==> config.mk <==
export PLATFORM = sky130hd
export DESIGN_NAME = rs232_rx_pkt_ctrl
export DESIGN_NICKNAME = d
export VERILOG_FILES = /design/src/rtl/rs232_rx_pkt_ctrl_pkg.sv /design/src/rtl/rs232_rx_pkt_ctrl_commit_fifo.sv /design/src/rtl/rs232_rx_pkt_ctrl.sv
export SDC_FILE = /design/constraint.sdc
export NUM_CORES = 1
export LEC_CHECK = 0
export ABC_AREA = 1
export ABC_CLOCK_PERIOD_IN_PS = 4200
export CAP_MARGIN = 20
export CORE_AREA = 3 3 172 174
export CTS_CLUSTER_DIAMETER = 60
export DETAILED_ROUTE_END_ITERATION = 16
export DIE_AREA = 0 0 175 177
export GPL_TIMING_DRIVEN = 0
export PLACE_DENSITY_LB_ADDON = 0.12
export SLEW_MARGIN = 20
export SYNTH_ARGS = -nofsm -noshare
export SYNTH_HDL_FRONTEND = slang
export SYNTH_SLANG_ARGS = --single-unit
==> constraint.sdc <==
create_clock -name clk_i -period 4.2 [get_ports clk_i]
set_clock_uncertainty 0.15 [all_clocks]
set_input_delay 0.84 -clock clk_i [delete_from_list [all_inputs] [get_ports clk_i]]
set_output_delay 0.84 -clock clk_i [all_outputs]
set_load 0.02 [all_outputs]
==> src/rtl/rs232_rx_pkt_ctrl_pkg.sv <==
// Shared constants, types and helper functions for the RS-232 packet controller.
package rs232_rx_pkt_ctrl_pkg;

    // Start-of-frame marker
    localparam logic [7:0] SOF_BYTE    = 8'hA5;

    // Error codes reported on err_code_o
    localparam logic [2:0] ERR_NONE    = 3'd0;
    localparam logic [2:0] ERR_BADLEN  = 3'd1;
    localparam logic [2:0] ERR_NOSPACE = 3'd2;
    localparam logic [2:0] ERR_CHK     = 3'd3;
    localparam logic [2:0] ERR_TIMEOUT = 3'd4;

    // Frame parser states
    localparam logic [1:0] ST_IDLE     = 2'd0;
    localparam logic [1:0] ST_LEN      = 2'd1;
    localparam logic [1:0] ST_DATA     = 2'd2;
    localparam logic [1:0] ST_CHK      = 2'd3;

    // One payload FIFO entry: byte plus end-of-packet marker
    typedef struct packed {
        logic       last;
        logic [7:0] data;
    } pl_entry_t;

    // Whole clock cycles per bit on the line
    function automatic int clk_per_bit(input int clk_hz, input int baud);
        return clk_hz / baud;
    endfunction

    // Inter-byte gap limit in clock cycles (whole bit times, not rounded total)
    function automatic int timeout_clks(input int clk_hz, input int baud, input int bits);
        return bits * clk_per_bit(clk_hz, baud);
    endfunction

endpackage

==> src/rtl/rs232_rx_pkt_ctrl_commit_fifo.sv <==
// Payload FIFO with a commit pointer: bytes become readable only once the
// frame that carried them is committed, and an aborted frame is rewound.
module rs232_commit_fifo
    import rs232_rx_pkt_ctrl_pkg::*;
#(
    parameter  int DEPTH = 32,
    localparam int AW    = $clog2(DEPTH)
)
(
    input  logic          clk_i,
    input  logic          rst_i,
    input  logic          wr_en_i,
    input  pl_entry_t     wr_data_i,
    input  logic          commit_i,
    input  logic          rewind_i,
    input  logic          rd_en_i,
    output pl_entry_t     rd_data_o,
    output logic          valid_o,
    output logic [AW:0]   free_o
);

    localparam logic [AW:0] PTR_ONE   = (AW+1)'(1);
    localparam logic [AW:0] DEPTH_VAL = (AW+1)'(DEPTH);

    logic [AW:0] r_wr_ptr;
    logic [AW:0] r_commit_ptr;
    logic [AW:0] r_rd_ptr;
    pl_entry_t   r_mem [DEPTH];

    logic        w_valid;
    logic        w_rd_fire;

    // The read side only ever sees the committed region
    assign w_valid   = (r_rd_ptr != r_commit_ptr);
    assign w_rd_fire = rd_en_i & w_valid;

    // Payload storage, cleared on reset so nothing stale leaks out
    always_ff @(posedge clk_i or negedge rst_i) begin
        if (!rst_i) begin
            for (int i = 0; i < DEPTH; i++) begin
                r_mem[i] <= '0;
            end
        end else if (wr_en_i) begin
            r_mem[r_wr_ptr[AW-1:0]] <= wr_data_i;
        end
    end

    // Write, commit and read pointers; a read may coincide with commit/rewind
    always_ff @(posedge clk_i or negedge rst_i) begin
        if (!rst_i) begin
            r_wr_ptr     <= '0;
            r_commit_ptr <= '0;
            r_rd_ptr     <= '0;
        end else begin
            if (rewind_i) begin
                r_wr_ptr <= r_commit_ptr;
            end else if (wr_en_i) begin
                r_wr_ptr <= r_wr_ptr + PTR_ONE;
            end
            if (commit_i) begin
                r_commit_ptr <= r_wr_ptr;
            end
            if (w_rd_fire) begin
                r_rd_ptr <= r_rd_ptr + PTR_ONE;
            end
        end
    end

    assign valid_o   = w_valid;
    assign rd_data_o = w_valid ? r_mem[r_rd_ptr[AW-1:0]] : '0;
    // Uncommitted bytes still occupy space, so free counts from rd_ptr
    assign free_o    = DEPTH_VAL - (r_wr_ptr - r_rd_ptr);

endmodule

==> src/rtl/rs232_rx_pkt_ctrl.sv <==
// Packet controller behind the RS-232 byte receiver: parses SOF/LEN/payload/CHK
// frames, stores payload in a commit FIFO and releases only checksum-good
// packets on a valid/ready stream. Bad frames are dropped with an error code.
module rs232_rx_pkt_ctrl
    import rs232_rx_pkt_ctrl_pkg::*;
#(
    parameter int CLK_HZ       = 100_000_000,
    parameter int BAUD         = 9600,
    parameter int TIMEOUT_BITS = 20,
    parameter int MAX_LEN      = 16,
    parameter int FIFO_DEPTH   = 32
)
(
    input  logic       clk_i,
    input  logic       rst_i,
    input  logic       rx_strobe_i,
    input  logic [7:0] rx_data_i,
    output logic [7:0] pl_data_o,
    output logic       pl_last_o,
    output logic       pl_valid_o,
    input  logic       pl_ready_i,
    output logic       pkt_ok_o,
    output logic       pkt_err_o,
    output logic [2:0] err_code_o,
    output logic       busy_o
);

    localparam int AW           = $clog2(FIFO_DEPTH);
    localparam int TIMEOUT_CLKS = timeout_clks(CLK_HZ, BAUD, TIMEOUT_BITS);
    localparam int GW           = $clog2(TIMEOUT_CLKS + 1);
    localparam logic [GW-1:0] GAP_LAST = GW'(TIMEOUT_CLKS - 1);
    localparam logic [GW-1:0] GAP_ONE  = GW'(1);

    // Registered state
    logic [1:0]    r_state;
    logic [7:0]    r_count;
    logic [7:0]    r_xor;
    logic [GW-1:0] r_gap;
    logic          r_pkt_ok;
    logic          r_pkt_err;
    logic [2:0]    r_err_code;
    logic          r_busy;

    // Next-state and FIFO control
    logic [1:0]    w_state_nxt;
    logic [7:0]    w_count_nxt;
    logic [7:0]    w_xor_nxt;
    logic          w_wr_en;
    logic          w_commit;
    logic          w_rewind;
    logic          w_ok;
    logic          w_err;
    logic [2:0]    w_err_code;
    logic          w_expire;
    logic          w_len_ok;
    logic          w_space_ok;
    logic [AW:0]   w_free;
    pl_entry_t     w_wr_entry;
    pl_entry_t     w_rd_entry;
    logic          w_valid;

    assign w_len_ok   = (rx_data_i != 8'd0) && (rx_data_i <= 8'(MAX_LEN));
    assign w_space_ok = (32'(w_free) >= 32'(rx_data_i));
    // A strobe in the expiry cycle wins over the timeout
    assign w_expire   = (r_state != ST_IDLE) && !rx_strobe_i && (r_gap == GAP_LAST);

    assign w_wr_entry.last = (r_count == 8'd1);
    assign w_wr_entry.data = rx_data_i;

    rs232_commit_fifo #(
        .DEPTH      (FIFO_DEPTH)
    ) u_fifo (
        .clk_i      (clk_i),
        .rst_i      (rst_i),
        .wr_en_i    (w_wr_en),
        .wr_data_i  (w_wr_entry),
        .commit_i   (w_commit),
        .rewind_i   (w_rewind),
        .rd_en_i    (pl_ready_i),
        .rd_data_o  (w_rd_entry),
        .valid_o    (w_valid),
        .free_o     (w_free)
    );

    // Frame parser: decides next state, FIFO actions and packet outcome
    always_comb begin
        w_state_nxt = r_state;
        w_count_nxt = r_count;
        w_xor_nxt   = r_xor;
        w_wr_en     = 1'b0;
        w_commit    = 1'b0;
        w_rewind    = 1'b0;
        w_ok        = 1'b0;
        w_err       = 1'b0;
        w_err_code  = ERR_NONE;
        case (r_state)
            ST_IDLE: begin
                if (rx_strobe_i && (rx_data_i == SOF_BYTE)) begin
                    w_state_nxt = ST_LEN;
                end else begin
                    w_state_nxt = ST_IDLE;
                end
            end
            ST_LEN: begin
                if (rx_strobe_i) begin
                    if (!w_len_ok) begin
                        w_err       = 1'b1;
                        w_err_code  = ERR_BADLEN;
                        w_state_nxt = ST_IDLE;
                    end else if (!w_space_ok) begin
                        w_err       = 1'b1;
                        w_err_code  = ERR_NOSPACE;
                        w_state_nxt = ST_IDLE;
                    end else begin
                        w_count_nxt = rx_data_i;
                        w_xor_nxt   = rx_data_i;
                        w_state_nxt = ST_DATA;
                    end
                end else begin
                    w_state_nxt = ST_LEN;
                end
            end
            ST_DATA: begin
                if (rx_strobe_i) begin
                    w_wr_en     = 1'b1;
                    w_xor_nxt   = r_xor ^ rx_data_i;
                    w_count_nxt = r_count - 8'd1;
                    if (r_count == 8'd1) begin
                        w_state_nxt = ST_CHK;
                    end else begin
                        w_state_nxt = ST_DATA;
                    end
                end else begin
                    w_state_nxt = ST_DATA;
                end
            end
            ST_CHK: begin
                if (rx_strobe_i) begin
                    if (rx_data_i == r_xor) begin
                        w_commit = 1'b1;
                        w_ok     = 1'b1;
                    end else begin
                        w_rewind   = 1'b1;
                        w_err      = 1'b1;
                        w_err_code = ERR_CHK;
                    end
                    w_state_nxt = ST_IDLE;
                end else begin
                    w_state_nxt = ST_CHK;
                end
            end
            default: begin
                w_state_nxt = ST_IDLE;
            end
        endcase
        // Timeout only fires on strobe-free cycles, so it never competes with the case above
        if (w_expire) begin
            w_rewind    = 1'b1;
            w_err       = 1'b1;
            w_err_code  = ERR_TIMEOUT;
            w_state_nxt = ST_IDLE;
        end else begin
            w_state_nxt = w_state_nxt;
        end
    end

    // Parser state, count and running checksum
    always_ff @(posedge clk_i or negedge rst_i) begin
        if (!rst_i) begin
            r_state <= ST_IDLE;
            r_count <= 8'd0;
            r_xor   <= 8'd0;
            r_busy  <= 1'b0;
        end else begin
            r_state <= w_state_nxt;
            r_count <= w_count_nxt;
            r_xor   <= w_xor_nxt;
            r_busy  <= (w_state_nxt != ST_IDLE);
        end
    end

    // Inter-byte gap counter: cleared by every strobe, runs only inside a frame
    always_ff @(posedge clk_i or negedge rst_i) begin
        if (!rst_i) begin
            r_gap <= '0;
        end else if (rx_strobe_i || (r_state == ST_IDLE)) begin
            r_gap <= '0;
        end else begin
            r_gap <= r_gap + GAP_ONE;
        end
    end

    // Outcome pulses one cycle after the deciding strobe; code held until next error
    always_ff @(posedge clk_i or negedge rst_i) begin
        if (!rst_i) begin
            r_pkt_ok   <= 1'b0;
            r_pkt_err  <= 1'b0;
            r_err_code <= ERR_NONE;
        end else begin
            r_pkt_ok  <= w_ok;
            r_pkt_err <= w_err;
            if (w_err) begin
                r_err_code <= w_err_code;
            end
        end
    end

    assign pl_data_o  = w_rd_entry.data;
    assign pl_last_o  = w_rd_entry.last;
    assign pl_valid_o = w_valid;
    assign pkt_ok_o   = r_pkt_ok;
    assign pkt_err_o  = r_pkt_err;
    assign err_code_o = r_err_code;
    assign busy_o     = r_busy;

endmodule

==> flow_metrics.py <==
metrics = {
    "status": {
        "status": "finished, violations left",
        "violations": "setup timing",
    },
    "global_routing": {
        "grt_usage": 0.389,
        "grt_pass1_wl_mm": 90.9,
        "grt_pass1_vias": 15500,
        "grt-ovfl-total": 0,
        "antenna_found_initial": 0,
        "grt_max_degree": 100,
    },
    "finish": {
        "final_nets": 2330,
        "syn2layout_area_growth_pct": 12.3,
        "drive_gt1_frac": 0.0994,
        "antenna_cells": 0,
        "seq_area_um2": 8710,
        "multiInputGateArea_um2": 7480,
        "n_fill_cell": 2337,
        "layoutNonFillerInstCount": 2702,
    },
    "worst_setup_path": {
        "start_kind": "flop",
        "slowest_stage": "clkdlybuf4s50_1",
        "cp_data_required_time_ns": 3.21,
        "path_max_fanout": 10,
        "rrSetupSlack_ns": 0.34,
        "worstSetupPathType": "flop to primary output",
        "slowest_delay_ns": 0.55,
        "crit_arrival_ns": 3.24,
        "end_kind": "primary output",
        "crit_chain": "inv_2 -> buf_1 -> nand3_1 -> o211ai_1 -> nand3_1 -> nor2_1 -> nor2_1 -> clkdlybuf4s50_1",
    },
    "clocking": {
        "cts_setup_buffers": 0,
        "cts_inserted_buffers": 39,
        "root_buffer": "clkbuf_16",
        "insertion_delay_ns": 0.54,
        "clkSlewWorstSetupHoldPaths_ns": 0.06,
        "cts_tree": "built",
        "clkSinkCount": 348,
        "ctsLongestPathBuffers": 3,
        "ctsHtreeMaxLevel": 2,
    },
    "synthesis": {
        "yosysWarnings": 0,
        "synthCells": 2230,
        "yosysTopAreaCell": "dfrtp_1",
        "netlist_area_um2": 17600,
        "ys_top_cells_by_count": "nand2_1, dfrtp_1, o21ai_0",
        "synth_fp_nets": 2266,
        "seq_area_frac_synth": 0.494,
        "yosys_register_bits": 348,
        "synth_area_per_cell_um2": 7.91,
        "synthArstFlopShare": 1.00,
        "ys_top_cells_by_area": "dfrtp_1, nand2_1, o21ai_0",
        "synth_top_area_frac": 0.494,
        "synth_edf_count": 0,
        "synth_cell_types": 38,
        "yosysMostFrequentCell": "nand2_1",
        "ys.flop_type": "dfrtp_1",
    },
    "power_and_ir_drop": {
        "seqPwrFrac": 0.315,
        "power_switching_uw": 4560,
        "p_sw_frac": 0.399,
        "power.internal_uw": 6880,
        "powerDensity_nw_per_um2": 578,
        "p_clk_frac": 0.312,
        "combPwrFrac": 0.373,
        "vdd_drop_max_v": 0.000457,
        "total_leakage_power_uw": 0.00967,
    },
    "sta": {
        "fmax_mhz": 236,
        "setup_viol": 2,
        "fin_ws_ns": -0.0318,
        "rsz0062_at_grt": "yes",
        "post-route-period-util": 1.01,
        "min_period_ns": 4.23,
        "finalHoldViolations": 0,
        "tns_ns": -0.0394,
        "slew_viol_final": 0,
        "worst_pin_slew_ns": 1.17,
        "slew_headroom": 0.219,
    },
    "placed_design": {
        "placed_cells": 2631,
        "port_buffers": 20,
        "hpwlAfterDp_mm": 41.9,
        "finalWeightedCongestion": 1.04,
    },
    "floorplanning": {
        "core_um2": 27900,
        "io_pins": 28,
        "die_w_um": 175,
        "die_h_um": 177,
        "die-area_um2": 31000,
        "rows": 61,
        "initial_utilization": 0.631,
    },
    "drt": {
        "wl_mm": 59.6,
        "drcViolationCount": 0,
        "drt_iter0_drc": 2125,
        "num_vias": 16400,
        "wl_per_cell_um": 22.1,
        "via_per_inst": 6.07,
        "dr.pass1.iters": 5,
        "ant_nets": 0,
    },
    "hold_path": {
        "min_path_type": "input port to asynchronous set/reset pin",
    },
    "run": {
        "cap_violations": 0,
    },
}
## cell type report
| type | instances | area share |
|---|---|---|
| well taps | 378 | 0.0239 |
| flip-flops and latches | 348 | 0.440 |
| repair buffers | 23 | 0.0148 |
| inverters | 215 | 0.0411 |
| plain buffers | 131 | 0.0352 |
| multi-input cells | 1536 | 0.378 |
| clock inverters | 14 | 0.00903 |
| clock buffers | 57 | 0.0588 |
## power by group through the flow
stage               registers (uW)  clock network [uW]  logic (uW)
floorplan                     3630                   0        2420
global placement              3650                   0        3970
detailed placement            3650                   0        4030
CTS                           3590                3570        4090
global route                  3610                3710        4540
finish                        3600                3570        4270
## through the flow
stage               setup WS, ns  instance area, um2  hold WS, ns  total power [uW]   util
floorplan                  0.730               17600        0.283              6050      -
global placement          -12.87               18300        0.296              7620  0.655
detailed placement        -0.188               18400        0.304              7680  0.658
CTS                      0.00956               19800        0.207             11300  0.708
global route              -0.112               19800        0.240             11900  0.709
finish                   -0.0318               19800        0.172             11400  0.709
## cell usage in the layout (no fill, tap or decap), types with 6 or more instances in the layout
cell | synthesis | final
o21ai_0 | 252 | 252
nand4_1 | 9 | 9
inv_1 | 201 | 201
nand3_1 | 141 | 141
clkdlybuf4s50_1 | 0 | 17
clkinv_2 | 0 | 6
nor2_1 | 201 | 201
o211ai_1 | 62 | 62
clkbuf_1 | 66 | 48
nor2_4 | 11 | 12
buf_4 | 9 | 11
nor3_1 | 8 | 8
nand2_1 | 584 | 584
inv_2 | 9 | 9
clkbuf_8 | 0 | 10
o21ai_2 | 14 | 14
nor2_8 | 7 | 7
nand2_2 | 7 | 7
ha_1 | 23 | 23
o21ai_1 | 6 | 6
clkbuf_16 | 0 | 40
xor2_1 | 18 | 18
buf_6 | 7 | 8
clkbuf_2 | 1 | 22
nor2_2 | 11 | 10
a21oi_1 | 158 | 158
dfrtp_1 | 348 | 347
buf_2 | 42 | 41
## layer usage
| layer | part of all wire | wire length [um] | global-route usage |
|---|---|---|---|
| met5 | 0 | 0 | 0 |
| met4 | 0.054 | 3220 | 0.182 |
| met3 | 0.12 | 7010 | 0.0978 |
| met2 | 0.43 | 25800 | 0.579 |
| met1 | 0.40 | 23600 | 0.540 |
## flip-flops by register name, indices dropped and copies added (netlist names)
signal	flops
r_state	2
r_count	8
err_code_o	3
u_fifo.r_commit_ptr	6
u_fifo.r_wr_ptr	6
r_xor	8
u_fifo.r_rd_ptr	6
pkt_ok_o	1
busy_o	1
u_fifo.r_mem	288
r_gap	18
pkt_err_o	1
## worst paths after layout
path / start / end / depth (start not counted)
setup / recovery: u_fifo.r_rd_ptr[1]$_DFFE_PN0P_ / pl_data_o[2] / 8
hold / removal: rst_i / u_fifo.r_mem[203]$_DFFE_PN0P_ / 1
setup reg to reg: u_fifo.r_rd_ptr[0]$_DFFE_PN0P_ / r_count[1]$_DFFE_PN0P_ / 24
hold reg to reg: r_gap[0]$_DFF_PN0_ / r_gap[0]$_DFF_PN0_ / 1
min in group clk_i: r_gap[0]$_DFF_PN0_ / r_gap[0]$_DFF_PN0_ / 1
max in group asynchronous: rst_i / r_gap[3]$_DFF_PN0_ / 3
## cell families after synthesis
kind of cell / synth area share
AND/OR/NAND/NOR: 0.241
flip-flops: 0.494
adder cells (fa/ha/maj): 0.0175
buffers and inverters: 0.0822
XOR/XNOR: 0.0109
AO/OA/AOI/OAI: 0.155
## critical path: cells and delay by family, from the launching register on
kind | cells | cell delay (ns)
buf+inv | 3 | 1.19
flops | 1 | 0.50
simple gates | 4 | 0.72
compound gates | 1 | 0.28
## repair_timing
action                     4_1_cts  5_1_grt
gates cloned                     0        0
resized for setup               26       28
hold buffers                     0        0
setup endpoints to repair       25       25
pin swaps                        0        1
Note: power is estimated with default switching activity, not from simulation.
==> variant 1, RTL diff (same settings) <==
Change the parameter `FIFO_DEPTH` from 32 to 16.
--- a/src/rtl/rs232_rx_pkt_ctrl.sv
+++ b/src/rtl/rs232_rx_pkt_ctrl.sv
@@ -8,7 +8,7 @@
     parameter int BAUD         = 9600,
     parameter int TIMEOUT_BITS = 20,
     parameter int MAX_LEN      = 16,
-    parameter int FIFO_DEPTH   = 32
+    parameter int FIFO_DEPTH   = 16
 )
 (
     input  logic       clk_i,
Formal check against the unedited RTL: same outputs for any inputs over 4 cycles, from zero or initial values and one cycle with rst_i low; that may be too few to reach the edited logic, so the function may still have changed.
==> variant 1 against the unedited design <==
Power fell by 34%. Synthesized cell count fell by 40%. Hold slack got worse by 140 ps. Cell area fell by 39%. Area after synthesis fell by 40%. Routed wire length fell by 46%. Register-to-register slack improved by 290 ps. Sequential cell count fell by 147. Setup slack improved by 170 ps.
==> variant 1: results (changes against the unedited design) <==
- commonest cells in the synthesized netlist: nand2_1, dfrtp_1, inv_1
- fraction of the mapped netlist area in compound gates: 0.154, -0.00131
- post-synthesis share of cell area spent on xor and xnor gates: 0.0208, +0.00985
- number of filler instances in the final layout: 2960, +27%
- sequential share of the synthesized area: 0.477, -0.0165
- GR met1 Demand/Resource: 0.298, -0.242
- wire length of the first global-routing pass: 50300 um, -45%
- Post-Route Utilization: 0.435, -0.274
- Cell variety after synth: 35, -7.9%
- violation count after the first detailed-routing iteration: 716, -66%
- Tightest Pin Transition: 1130 ps, -41.6 ps
- stage delay of the slowest cell on the critical path: 650 ps, +100 ps
- clock latency on the worst-skew pair: 520 ps, -20 ps
- Root Buffer: clkbuf_16
- routed wire length: 32100 um, -46%
- leakage component of the power: 5.91 nW, -39%
- startpoint of the lowest-slack register-to-register path: u_fifo.r_rd_ptr[0]$_DFFE_PN0P_
- met3 capacity usage during global routing: 0.0305, -0.0674
- Synth area leaders: dfrtp_1, nand2_1, o21ai_0
- instance area after placement: 0.0114 mm2, -38%
- status: completed
- most frequently used flop master after synthesis: dfrtp_1
- data arrival time of the worst path: 3080 ps, -160 ps
- top flop regs: u_fifo.r_mem: 144 flops, r_gap: 18 flops
- proportion of layout cells with a drive suffix above 1: 0.0847, -0.0147
- Top Family by Delay on Critical Path: buffers and inverters
- sw power: 3.06 mW, -33%
- maximum resistive drop on vdd: 281 uV, -39%
- number of inserted diodes: 0, unchanged
- HPWL Detailed: 21700 um, -48%
- number of nets in the finished design: 1421, -39%
- routability congestion estimate: 0.871, -16%
- Worst Setup Slack post-DPL: 240 ps, +429 ps
- initial antenna violation count: 0, unchanged
- post-synthesis share of cell area spent on full adders, half adders and majority gates: 0.0257, +0.00819
- detailed-route vias per instance: 4.98, -18%
- post-synthesis mux area share: 0.00855, +0.00855
- total CTS buffers: 25, -36%
- global-route usage over all layers: 0.208, -0.181
- met2 GRT Util: 0.331, -0.249
- largest net degree at the start of global routing: 86, -14%
- vias in the first global route: 8681, -44%
- Max H-tree Level: 1, -1
- Port Buf Inserts: 27, +35%
## variant 1: cell count changes after synthesis, moves of 8 or more
cell      unedited run  this run
nand3_1            141        77
a21oi_1            158       135
o21ai_0            252       142
o211ai_1            62        18
buf_2               42        19
mux2_2               0         8
dfrtp_1            348       201
nor2_1             201       111
nor2_2              11         1
nand2_1            584       299
clkbuf_1            66        22
inv_1              201       147
o21ai_2             14         1
nor3_1               8        18
## variant 1: timing repair
action	CTS	global route
setup buffers	0	2
gates cloned	0	1
setup endpoints to repair	3	9
resized for setup	1	10
## variant 1: routing by layer
| layer | up-vias | wire length, um |
|---|---|---|
| met5 | - | 0 |
| met4 | 0 | 941 |
| met3 | 55 | 1390 |
| met2 | 184 | 14500 |
| met1 | 4225 | 15300 |
| li1 | 4416 | - |
## variant 1: worst paths after layout
path	depth (start not counted)	slack (ps)	endpoint
min	1	30	u_fifo.r_mem[47]$_DFFE_PN0P_
max in group asynchronous	3	2690	r_gap[8]$_DFF_PN0_
min reg2reg	2	340	r_count[6]$_DFFE_PN0P_
max	8	130	pl_data_o[6]
min in group clk_i	2	340	r_count[6]$_DFFE_PN0P_
max reg2reg	17	630	r_count[5]$_DFFE_PN0P_
## variant 1: final cells by class
class	instances	area share
Sequential cell	201	0.414
Multi-Input combinational cell	908	0.378
Clock buffer	40	0.0610
Inverter	158	0.0491
Tap cell	378	0.0389
Timing Repair Buffer	32	0.0299
Buffer	61	0.0259
Clock inverter	4	0.00247
Timing Repair inverter	1	0.000412
## variant 1: through the flow
stage	cells	TNS, ps	power, mW	hold slack (ps)
global placement	1734	-1383280	5.52	328
detailed placement	1737	0	5.55	335
global route	1783	0	8.16	45.4
CTS	1780	0	7.62	30.3
finish	1783	0	7.60	33.0
floorplan	1329	0	4.48	307
## variant 1: cell families after synthesis
| family | after synthesis |
|---|---|
| flip-flops | 201 |
| XOR/XNOR | 25 |
| multiplexers | 8 |
| adder cells (fa/ha/maj) | 21 |
| AO/OA/AOI/OAI | 311 |
| buffers and inverters | 220 |
| AND/OR/NAND/NOR | 543 |
## variant 1: power groups by stage
| stage | Sequential, mW | Clock [mW] | Combinational (mW) |
|---|---|---|---|
| 6_report | 2.47 | 2.04 | 3.10 |
| 5_1_grt | 2.51 | 2.17 | 3.49 |
| 4_1_cts | 2.46 | 2.08 | 3.08 |
| 3_5_place_dp | 2.49 | 0 | 3.06 |
| 3_3_place_gp | 2.49 | 0 | 3.03 |
| 2_1_floorplan | 2.45 | 0 | 2.03 |
==> variant 2, RTL diff (same settings) <==
Made on the original files. Reset style: synchronous (`rst_i`), changed in 5 clocked blocks.
--- a/src/rtl/rs232_rx_pkt_ctrl_commit_fifo.sv
+++ b/src/rtl/rs232_rx_pkt_ctrl_commit_fifo.sv
@@ -35,7 +35,7 @@
     assign w_rd_fire = rd_en_i & w_valid;
 
     // Payload storage, cleared on reset so nothing stale leaks out
-    always_ff @(posedge clk_i or negedge rst_i) begin
+    always_ff @(posedge clk_i) begin
         if (!rst_i) begin
             for (int i = 0; i < DEPTH; i++) begin
                 r_mem[i] <= '0;
@@ -46,7 +46,7 @@
     end
 
     // Write, commit and read pointers; a read may coincide with commit/rewind
-    always_ff @(posedge clk_i or negedge rst_i) begin
+    always_ff @(posedge clk_i) begin
         if (!rst_i) begin
             r_wr_ptr     <= '0;
             r_commit_ptr <= '0;
--- a/src/rtl/rs232_rx_pkt_ctrl.sv
+++ b/src/rtl/rs232_rx_pkt_ctrl.sv
@@ -165,7 +165,7 @@
     end
 
     // Parser state, count and running checksum
-    always_ff @(posedge clk_i or negedge rst_i) begin
+    always_ff @(posedge clk_i) begin
         if (!rst_i) begin
             r_state <= ST_IDLE;
             r_count <= 8'd0;
@@ -180,7 +180,7 @@
     end
 
     // Inter-byte gap counter: cleared by every strobe, runs only inside a frame
-    always_ff @(posedge clk_i or negedge rst_i) begin
+    always_ff @(posedge clk_i) begin
         if (!rst_i) begin
             r_gap <= '0;
         end else if (rx_strobe_i || (r_state == ST_IDLE)) begin
@@ -191,7 +191,7 @@
     end
 
     // Outcome pulses one cycle after the deciding strobe; code held until next error
-    always_ff @(posedge clk_i or negedge rst_i) begin
+    always_ff @(posedge clk_i) begin
         if (!rst_i) begin
             r_pkt_ok   <= 1'b0;
             r_pkt_err  <= 1'b0;
Formal check against the unedited RTL: differs if rst_i is asserted again (counterexample within 4 cycles, from zero or initial values and one cycle with rst_i low); with rst_i held inactive, the same outputs for 4 cycles.
==> variant 2 against the unedited design <==
Sequential cell count increased by 5. Final cell count decreased by 15%. Routed wire length decreased by 20%. Cell area decreased by 4.4%. Sequential share of layout area increased by 8.6 points. Area after synthesis decreased by 4.0%. Setup slack improved by 96 ps.
Power is not compared: it rests on default switching activity, and its combinational part moved more than twofold at a synthesized area within 25%.
==> variant 2: results (changes against the unedited design) <==
- detailed-route vias per instance: 5.97, -1.5%
- met3 capacity usage during global routing: 0.0498, -0.0480
- post-synthesis share of cell area spent on xor and xnor gates: 0.0114, +0.000450
- Synth area leaders: edfxtp_1, nor2_1, dfxtp_1
- wire length of the first global-routing pass: 72500 um, -20%
- sequential share of the synthesized area: 0.587, +0.0936
- asr flop ratio synth: 0, -1.00
- Routed met3 length: 5120 um, -27%
- met2 GRT Util: 0.491, -0.0885
- total CTS buffers: 38, -2.6%
- Tightest Pin Transition: 1030 ps, -139 ps
- HPWL Detailed: 33400 um, -20%
- clock latency on the worst-skew pair: 520 ps, -20 ps
- status: completed
- startpoint of the lowest-slack register-to-register path: u_fifo.r_wr_ptr[2]$_SDFFE_PN0P_
- number of nets in the finished design: 1929, -17%
- largest net degree at the start of global routing: 14, -86%
- proportion of layout cells with a drive suffix above 1: 0.0756, -0.0238
- syn_area_per_cell: 9.27 um2, +17%
- global-route usage over all layers: 0.307, -0.0819
- worst r2r path cells: 20, -17%
- final instance count without filler cells: 2296, -15%
- detailed-routing wirelength on met1: 18600 um, -21%
- Routed wire per std cell: 20.7 um, -6.1%
- post-synthesis share of cell area spent on full adders, half adders and majority gates: 0.0182, +0.000718
==> variant 2: cell count changes after synthesis, moves of 95 or more <==
| cell | delta |
|---|---|
| o21ai_0 | -95 |
| inv_1 | -119 |
| nand2_1 | -352 |
| nor2_1 | +343 |
| dfrtp_1 | -348 |
| edfxtp_1 | +288 |
==> variant 2: metrics by stage <==
stage | utilization | instance area [um2] | setup slack [ps]
after floorplan | - | 16900 | 1020
after global placement | 0.633 | 17700 | 89.7
after detailed placement | 0.633 | 17700 | 72.3
after CTS | 0.676 | 18900 | 1.31
after global routing | 0.678 | 18900 | 4.59
final | 0.678 | 18900 | 64.3
==> variant 2: power groups by stage <==
stage	registers [mW]	clock network (mW)	logic, mW
4_1_cts	3.90	3.24	0.604
3_5_place_dp	3.97	0	0.597
6_report	3.90	3.24	0.628
2_1_floorplan	3.96	0	0.366
5_1_grt	3.90	3.39	0.669
3_3_place_gp	3.97	0	0.588
==> variant 2: timing repair <==
| action | 4_1_cts | 5_1_grt |
|---|---|---|
| cloned | 0 | 0 |
| endpoints found under the setup margin | 9 | 9 |
| pin swaps | 0 | 0 |
| resized for setup | 11 | 32 |
| buffers inserted | 0 | 0 |
==> variant 2: final cells by class <==
cell class,count,area [um2]
flip-flops and latches,353,9950
fillers,2183,8990
multi-input cells,1277,6200
clock buffers,54,1120
plain buffers,102,474
well taps,378,473
inverters,95,360
repair buffers,26,280
clock inverters,11,80.1
==> variant 2: worst paths after layout <==
path	end	slack [ps]
worst max-delay path	pl_last_o	60
worst min-delay path	err_code_o[2]$_SDFFE_PN0P_	300
worst max register to register	r_xor[6]$_SDFFE_PN0P_	490
worst min register to register	err_code_o[2]$_SDFFE_PN0P_	300
